===== src/rtl/alu_pkg.sv =====
// alu_pkg
//   Shared definitions for the multi-cycle ALU: aluc opcode values and the
//   mul/div engine state encoding.
//   For single-cycle ops aluc[3] is don't-care except for the shift group
//   (SLL/SRL/SRA), so the decoder compares only the low bits of these
//   constants where the encoding allows it.
package alu_pkg;

  localparam logic [4:0] ALUC_ADD   = 5'b00000;
  localparam logic [4:0] ALUC_SUB   = 5'b00100;
  localparam logic [4:0] ALUC_AND   = 5'b00001;
  localparam logic [4:0] ALUC_OR    = 5'b00101;
  localparam logic [4:0] ALUC_XOR   = 5'b00010;
  localparam logic [4:0] ALUC_LUI   = 5'b00110;
  localparam logic [4:0] ALUC_SLL   = 5'b00011;
  localparam logic [4:0] ALUC_SRL   = 5'b00111;
  localparam logic [4:0] ALUC_SRA   = 5'b01111;
  localparam logic [4:0] ALUC_MULT  = 5'b10000;
  localparam logic [4:0] ALUC_MULTU = 5'b10001;
  localparam logic [4:0] ALUC_DIV   = 5'b10010;
  localparam logic [4:0] ALUC_DIVU  = 5'b10011;

  typedef enum logic [1:0] {
    IDLE = 2'd0,
    CALC = 2'd1,
    FIX  = 2'd2
  } md_state_t;

endpackage


===== src/rtl/mc_alu_muldiv.sv =====
// mc_alu_muldiv
//   Iterative multiply/divide engine. Signed operands are converted to
//   sign-magnitude on acceptance, WIDTH shift-add (mul) or restoring
//   shift-subtract (div) steps run in CALC, and signs are applied in FIX.
//
//   state | meaning
//   IDLE  | waiting for go; latches magnitudes, signs and op
//   CALC  | one mul/div step per cycle, leaves when cnt reaches 0
//   FIX   | applies signs, writes hi/lo, pulses ready
//
// Ports
//   clock, reset     rising-edge clock, async active-high reset
//   go               accept a new op (only honoured in IDLE)
//   is_div           1 = divide, 0 = multiply
//   is_signed        1 = signed operands
//   a, b             operands (a = dividend, b = divisor)
//   busy             op in progress
//   ready            one-cycle pulse, hi/lo hold the new result
//   hi, lo           result registers (product high/low, remainder/quotient)
module mc_alu_muldiv
  import alu_pkg::*;
#(
  parameter int WIDTH = 32,
  parameter int CNT_W = $clog2(WIDTH)
) (
  input  logic             clock,
  input  logic             reset,
  input  logic             go,
  input  logic             is_div,
  input  logic             is_signed,
  input  logic [WIDTH-1:0] a,
  input  logic [WIDTH-1:0] b,
  output logic             busy,
  output logic             ready,
  output logic [WIDTH-1:0] hi,
  output logic [WIDTH-1:0] lo
);

  md_state_t          r_state;
  logic [CNT_W-1:0]   r_cnt;
  logic [WIDTH-1:0]   r_m;      // multiplicand (mul) or divisor magnitude (div)
  logic [WIDTH-1:0]   r_wh;     // partial product high / running remainder
  logic [WIDTH-1:0]   r_wl;     // multiplier bits / quotient bits
  logic               r_div;
  logic               r_dz;
  logic               r_neg_q;
  logic               r_neg_r;
  logic               r_busy;
  logic               r_ready;
  logic [WIDTH-1:0]   r_hi;
  logic [WIDTH-1:0]   r_lo;

  logic [WIDTH-1:0]   w_abs_a;
  logic [WIDTH-1:0]   w_abs_b;
  logic [WIDTH:0]     w_add;
  logic [WIDTH:0]     w_rsh;
  logic               w_fits;
  logic [WIDTH-1:0]   w_trial;
  logic [2*WIDTH-1:0] w_prod;
  logic [2*WIDTH-1:0] w_prod_s;
  logic [WIDTH-1:0]   w_q;
  logic [WIDTH-1:0]   w_r;

  assign w_abs_a = (is_signed && a[WIDTH-1]) ? -a : a;
  assign w_abs_b = (is_signed && b[WIDTH-1]) ? -b : b;

  // Shift-add: add the multiplicand when the current multiplier bit is set,
  // then shift the {carry, acc, multiplier} pair right by one.
  assign w_add = {1'b0, r_wh} + (r_wl[0] ? {1'b0, r_m} : {(WIDTH+1){1'b0}});

  // Restoring divide: remainder < divisor, so the shifted remainder is below
  // 2*divisor and a fitting trial difference always fits in WIDTH bits.
  assign w_rsh   = {r_wh, r_wl[WIDTH-1]};
  assign w_fits  = (w_rsh >= {1'b0, r_m});
  assign w_trial = w_rsh[WIDTH-1:0] - r_m;

  assign w_prod   = {r_wh, r_wl};
  assign w_prod_s = r_neg_q ? -w_prod : w_prod;
  assign w_q      = r_neg_q ? -r_wl : r_wl;
  assign w_r      = r_neg_r ? -r_wh : r_wh;

  always_ff @(posedge clock or posedge reset) begin
    if (reset) begin
      r_state <= IDLE;
      r_cnt   <= '0;
      r_m     <= '0;
      r_wh    <= '0;
      r_wl    <= '0;
      r_div   <= 1'b0;
      r_dz    <= 1'b0;
      r_neg_q <= 1'b0;
      r_neg_r <= 1'b0;
      r_busy  <= 1'b0;
      r_ready <= 1'b0;
      r_hi    <= '0;
      r_lo    <= '0;
    end else begin
      r_ready <= 1'b0;
      case (r_state)
        IDLE: begin
          if (go) begin
            r_busy  <= 1'b1;
            r_cnt   <= CNT_W'(WIDTH-1);
            r_div   <= is_div;
            r_neg_q <= is_signed & (a[WIDTH-1] ^ b[WIDTH-1]);
            r_neg_r <= is_signed & is_div & a[WIDTH-1];
            if (is_div && (b == '0)) begin
              // Divide by zero bypasses CALC; raw a goes to hi unchanged.
              r_dz    <= 1'b1;
              r_wh    <= a;
              r_wl    <= '1;
              r_state <= FIX;
            end else begin
              r_dz    <= 1'b0;
              r_wh    <= '0;
              r_m     <= is_div ? w_abs_b : w_abs_a;
              r_wl    <= is_div ? w_abs_a : w_abs_b;
              r_state <= CALC;
            end
          end
        end
        CALC: begin
          if (r_div) begin
            r_wh <= w_fits ? w_trial : w_rsh[WIDTH-1:0];
            r_wl <= {r_wl[WIDTH-2:0], w_fits};
          end else begin
            r_wh <= w_add[WIDTH:1];
            r_wl <= {w_add[0], r_wl[WIDTH-1:1]};
          end
          if (r_cnt == '0) begin
            r_state <= FIX;
          end else begin
            r_cnt <= r_cnt - CNT_W'(1);
          end
        end
        FIX: begin
          if (r_dz) begin
            r_hi <= r_wh;
            r_lo <= r_wl;
          end else if (r_div) begin
            r_hi <= w_r;
            r_lo <= w_q;
          end else begin
            r_hi <= w_prod_s[2*WIDTH-1:WIDTH];
            r_lo <= w_prod_s[WIDTH-1:0];
          end
          r_busy  <= 1'b0;
          r_ready <= 1'b1;
          r_state <= IDLE;
        end
        default: r_state <= IDLE;
      endcase
    end
  end

  assign busy  = r_busy;
  assign ready = r_ready;
  assign hi    = r_hi;
  assign lo    = r_lo;

endmodule


===== src/rtl/mc_alu.sv =====
// mc_alu
//   Multi-cycle ALU for the EX stage. Single-cycle ops load s/z one edge
//   after start; MULT/MULTU/DIV/DIVU run in mc_alu_muldiv and land in hi/lo.
//   Optional feature: define MC_ALU_OVF_EN to add the ovf output (signed
//   overflow of ADD/SUB, registered with s).
//
// Ports
//   clock, reset   rising-edge clock, async active-high reset
//   start          op request, sampled only while busy=0
//   aluc           op code
//   a, b           operands (a supplies the shift amount for shifts)
//   s, z           registered single-cycle result and its zero flag
//   hi, lo         mul/div result registers
//   busy           mul/div in progress
//   done           one-cycle pulse when a result is valid
//   ovf            (MC_ALU_OVF_EN only) signed overflow of ADD/SUB
module mc_alu
  import alu_pkg::*;
#(
  parameter int WIDTH   = 32,
  parameter int SHAMT_W = $clog2(WIDTH)
) (
  input  logic             clock,
  input  logic             reset,
  input  logic             start,
  input  logic [4:0]       aluc,
  input  logic [WIDTH-1:0] a,
  input  logic [WIDTH-1:0] b,
  output logic [WIDTH-1:0] s,
  output logic             z,
  output logic [WIDTH-1:0] hi,
  output logic [WIDTH-1:0] lo,
  output logic             busy,
  output logic             done
`ifdef MC_ALU_OVF_EN
  ,
  output logic             ovf
`endif
);

  logic [WIDTH-1:0]   r_s;
  logic               r_z;
  logic               r_done;

  logic               w_is_md;
  logic               w_accept;
  logic               w_go;
  logic               w_sc;
  logic               w_md_busy;
  logic               w_md_ready;
  logic [WIDTH-1:0]   w_sum;
  logic [WIDTH-1:0]   w_diff;
  logic [SHAMT_W-1:0] w_shamt;
  logic [WIDTH-1:0]   w_res;

  // Only 10000..10011 are mul/div; other aluc[4]=1 codes act as single-cycle s=0.
  assign w_is_md  = aluc[4] & (aluc[3:2] == ALUC_MULT[3:2]);
  assign w_accept = start & ~w_md_busy;
  assign w_go     = w_accept & w_is_md;
  assign w_sc     = w_accept & ~w_is_md;

  assign w_sum   = a + b;
  assign w_diff  = a - b;
  assign w_shamt = a[SHAMT_W-1:0];

  always_comb begin
    w_res = '0;
    if (!aluc[4]) begin
      case (aluc[2:0])
        ALUC_ADD[2:0]: w_res = w_sum;
        ALUC_SUB[2:0]: w_res = w_diff;
        ALUC_AND[2:0]: w_res = a & b;
        ALUC_OR[2:0]:  w_res = a | b;
        ALUC_XOR[2:0]: w_res = a ^ b;
        ALUC_LUI[2:0]: w_res = b << (WIDTH/2);
        ALUC_SLL[2:0]: w_res = (aluc[3] == ALUC_SLL[3]) ? (b << w_shamt) : '0;
        ALUC_SRL[2:0]: w_res = (aluc[3] == ALUC_SRA[3]) ? $unsigned($signed(b) >>> w_shamt)
                                                        : (b >> w_shamt);
        default:       w_res = '0;
      endcase
    end
  end

  always_ff @(posedge clock or posedge reset) begin
    if (reset) begin
      r_s    <= '0;
      r_z    <= 1'b0;
      r_done <= 1'b0;
    end else begin
      r_done <= w_sc;
      if (w_sc) begin
        r_s <= w_res;
        r_z <= (w_res == '0);
      end
    end
  end

`ifdef MC_ALU_OVF_EN
  logic r_ovf;
  logic w_ovf;

  always_comb begin
    w_ovf = 1'b0;
    if (aluc[4] == 1'b0 && aluc[2:0] == ALUC_ADD[2:0])
      w_ovf = (a[WIDTH-1] == b[WIDTH-1]) && (w_sum[WIDTH-1] != a[WIDTH-1]);
    else if (aluc[4] == 1'b0 && aluc[2:0] == ALUC_SUB[2:0])
      w_ovf = (a[WIDTH-1] != b[WIDTH-1]) && (w_diff[WIDTH-1] != a[WIDTH-1]);
  end

  always_ff @(posedge clock or posedge reset) begin
    if (reset) begin
      r_ovf <= 1'b0;
    end else if (w_sc) begin
      r_ovf <= w_ovf;
    end
  end

  assign ovf = r_ovf;
`endif

  mc_alu_muldiv #(
    .WIDTH (WIDTH),
    .CNT_W (SHAMT_W)
  ) u_muldiv (
    .clock     (clock),
    .reset     (reset),
    .go        (w_go),
    .is_div    (aluc[1]),
    .is_signed (~aluc[0]),
    .a         (a),
    .b         (b),
    .busy      (w_md_busy),
    .ready     (w_md_ready),
    .hi        (hi),
    .lo        (lo)
  );

  // Single-cycle and mul/div completions never overlap: a single-cycle op
  // can only be accepted once the engine has returned to IDLE.
  assign s    = r_s;
  assign z    = r_z;
  assign busy = w_md_busy;
  assign done = r_done | w_md_ready;

endmodule

===== config.mk =====
export PLATFORM = sky130hd
export DESIGN_NAME = mc_alu
export DESIGN_NICKNAME = d
export VERILOG_FILES = /design/src/rtl/alu_pkg.sv /design/src/rtl/mc_alu_muldiv.sv /design/src/rtl/mc_alu.sv
export SDC_FILE = /design/constraint.sdc
export NUM_CORES = 1
export LEC_CHECK = 0
export BUFFER_PORTS_ARGS = -buffer_cell sky130_fd_sc_hd__buf_4
export CAP_MARGIN = 10
export CORE_MARGIN = 1
export CORE_UTILIZATION = 40
export DETAILED_ROUTE_END_ITERATION = 6
export SYNTH_ARGS = -nofsm -noshare
export SYNTH_HDL_FRONTEND = slang
export SYNTH_SLANG_ARGS = --single-unit

===== constraint.sdc =====
create_clock -name clock -period 8.5 [get_ports clock]
set_input_delay 0.425 -clock clock [delete_from_list [all_inputs] [get_ports clock]]
set_output_delay 0.425 -clock clock [all_outputs]
set_load 0.1 [all_outputs]

==> impl_metrics.tcl <==
set metrics [dict create \
    outcome "completed" \
    clkTransAtPathRegs_ps 70 \
    worst_clock_skew_ps 41.3 \
    max_freq_mhz 188 \
    grt_pass1_wl_um 157000 \
    timing.final.crit_share_pct 62.6 \
    coreArea_um2 61900 \
    die_w_um 253 \
    wl_per_cell_um 25.4 \
    ys_async_sr_fraction_pct 100 \
    rsz0062_at_grt "false" \
    worstMarginPinSlew_ps 1210 \
    fin_tns_setup_ps 0 \
    yosys-top-cells-area "dfrtp_1 (21%), ha_1 (8.2%), nand2_1 (5.9%), o21ai_0 (5.6%), xnor2_1 (5.6%)" \
    avgSynthCellArea_um2 7.57 \
    ios 171 \
    endpoint_kind "flip-flop" \
    arrival_ps 5750 \
    ys.flop_type "dfrtp_1" \
    cp_data_required_time_ps 8930 \
    yosysTopAreaCellShare_pct 20.6 \
    cellPowerDensity_nw_per_um2 117 \
    ant_nets 0 \
    drcViolationCount 0 \
    first_pass_iters 7 \
    synth_cells 3324 \
    met3_usage_pct 4.81 \
    hpwl_um 81100 \
    gr-total-overflow 0 \
    num_rows 91 \
    yosysUniqueCellTypes 95 \
    clock_path_buffers 3 \
    r2r_setup_slack_ps 4060 \
    grt_max_degree 105 \
    post-route-worst-setup-slack_ps 3180 \
    grt-busiest-layer "met2" \
    numCtsBuffers 24 \
    yosysTopAreaCell "dfrtp_1" \
    finalHoldViolations 0 \
    layout_commonest_cell "nand2_1" \
    worstSkewPairLatency_ps 580 \
    peakVddDrop_v 0.000118 \
    cts-root-buf "clkbuf_16" \
    maxSlewHeadroom_pct 18.0 \
    hp-class "in2reg" \
    path_class "in2reg" \
    power_leakage_uw 0.0116 \
    stdcell_area_um2 27600 \
    met1_usage_pct 44.9 \
    place_ws_ps 2790 \
    grtUsageMet2_pct 49.2 \
    area.growth.synth_to_final_pct 9.77 \
    worst-path-max-fanout 11 \
    vias 26141 \
    wl_um 106000 \
    start_util_pct 40.6 \
    cts.htree.levels 1 \
    die_h_um 253 \
    drt_iter0_drc 2977 \
    ys_seq_area_share_pct 20.6 \
    worstSetupStartpointType "input pin" \
    clkSinkCount 207 \
    ys_warn_count 0 \
    fin_hold_ws_ps 232 \
    ys_ff_latch 207 \
    setup_violations 0 \
    synth_edf_count 0 \
    portBuffers 170 \
    drv_cap 0 \
    place_area_um2 26800 \
    fillers 6467 \
    syn_nets 3564 \
    final-max-slew-violation-count 0 \
    grt_use_total_pct 32.3 \
    via_per_inst 6.29 \
    cts_tree "built" \
    syn_area_um2 25200 \
    gp_congestion 1.07 \
    die_area_um2 63900 \
    final_cell_mix "nand2_1 (397), nor2_1 (329), o21ai_0 (284), a21oi_1 (257), buf_4 (212)" \
    drive_gt1_share_pct 12.0 \
    finalCriticalPeriod_ps 5320 \
    layout.nets 3541 \
    postCtsSetupRepairBufs 0 \
    antenna_found_initial 4 \
    grt_pass1_vias 23886 \
]
[state kept, by name, summed over array words and instances (netlist names)]
name              flops
u_muldiv.r_cnt        5
u_muldiv.r_neg_r      1
s                    32
u_muldiv.lo          32
u_muldiv.r_neg_q      1
u_muldiv.r_dz         1
u_muldiv.r_wl        32
u_muldiv.r_state      2
u_muldiv.hi          32
u_muldiv.busy         1
u_muldiv.r_wh        32
u_muldiv.ready        1
r_done                1
u_muldiv.r_m         32
z                     1
u_muldiv.r_div        1
[path summary, 6_finish.rpt]
path                                   from  cells past startpoint                 to
max in group asynchronous             reset                      4     u_muldiv.r_div
setup / recovery                       b[1]                     20                  z
setup reg to reg           u_muldiv.r_wl[0]                     14  u_muldiv.r_wh[29]
min in group asynchronous             reset                      3              s[28]
hold reg to reg             u_muldiv.lo[20]                      2    u_muldiv.lo[20]
hold / removal                        a[19]                      3  u_muldiv.r_wh[19]
[cells in the mapped netlist (20+ instances only)]
library cell and number:
buf_1 22, nand2_1 397, nand2b_1 40, a31oi_1 45, a21oi_1 257, o221ai_1 30
ha_1 165, or3_1 20, xor2_1 45, a21o_1 35, a22oi_1 20, clkbuf_1 202
o21ai_0 284, and2_1 20, nor2_1 330, xnor2_1 162, buf_2 22, a211oi_1 56
o31ai_1 37, nor3_1 70, inv_1 139, mux2_2 44, o211ai_1 31, o21a_1 26
dfrtp_1 207, mux2i_1 133, mux4_2 48, nand3_1 64, nor4_1 27
[layer usage]
metal / wire length, µm / vias to the layer above / share of wire [%]
met5: 39 / - / 0.037
met4: 5000 / 6 / 4.7
met3: 9360 / 252 / 8.9
met2: 46100 / 1275 / 44
met1: 45100 / 12585 / 43
li1: - / 12023 / -
[where the power goes]
part | leakage, µW | switching, µW | internal [µW]
Sequential | 0.00259 | 10.3 | 999
Combinational | 0.00858 | 741 | 357
Clock | 0.000401 | 472 | 651
[per-stage QoR]
stage               total power [µW]  util [%]  cells
floorplan                       1730         -   3324
global placement                2090      43.2   4110
detailed placement              2090      43.2   4110
CTS                             3210      44.6   4154
global route                    3340      44.6   4155
finish                          3230      44.6   4157
[layout make-up]
cell class / count / area (µm²) / area share (%)
antenna: 2 / 5.00 / 0.0181
clock buffer: 32 / 671 / 2.43
clock inverter: 11 / 169 / 0.611
inverter: 144 / 548 / 1.98
multi-input combinational: 2711 / 18400 / 66.6
sequential: 207 / 5180 / 18.8
tap: 837 / 1050 / 3.79
timing repair buffer: 213 / 1600 / 5.80
[worst max-delay path: stages]
cell and delay, ps:
buf_4 160, inv_1 140, ha_1 210, nand3_1 240
nor3_1 520, nand4_1 310, nand4b_1 290, nand2_1 100
xnor2_1 90, ha_1 520, nand4_1 310, nor4_1 470
o211ai_1 230, a31oi_1 340, o2111ai_1 210, o21ai_0 300
o211ai_1 140, a311oi_1 250, nand4_1 130, o41ai_1 360
[what timing repair did]
| item | in CTS | in global routing |
|---|---|---|
| resized for setup | 0 | 0 |
| hold endpoints to repair | 79 | 0 |
| hold buffers | 1 | 0 |
[kinds of logic after synthesis]
| group | share of synthesized area [%] |
|---|---|
| DFF | 20.6 |
| AOI/OAI and AO/OA | 25.9 |
| xor gates and xnor gates | 7.20 |
| and+or+nand+nor | 19.9 |
| buffers and inverters | 6.46 |
| adders and majority gates | 8.44 |
| muxes | 11.6 |
(Power assumes the default switching activity.)
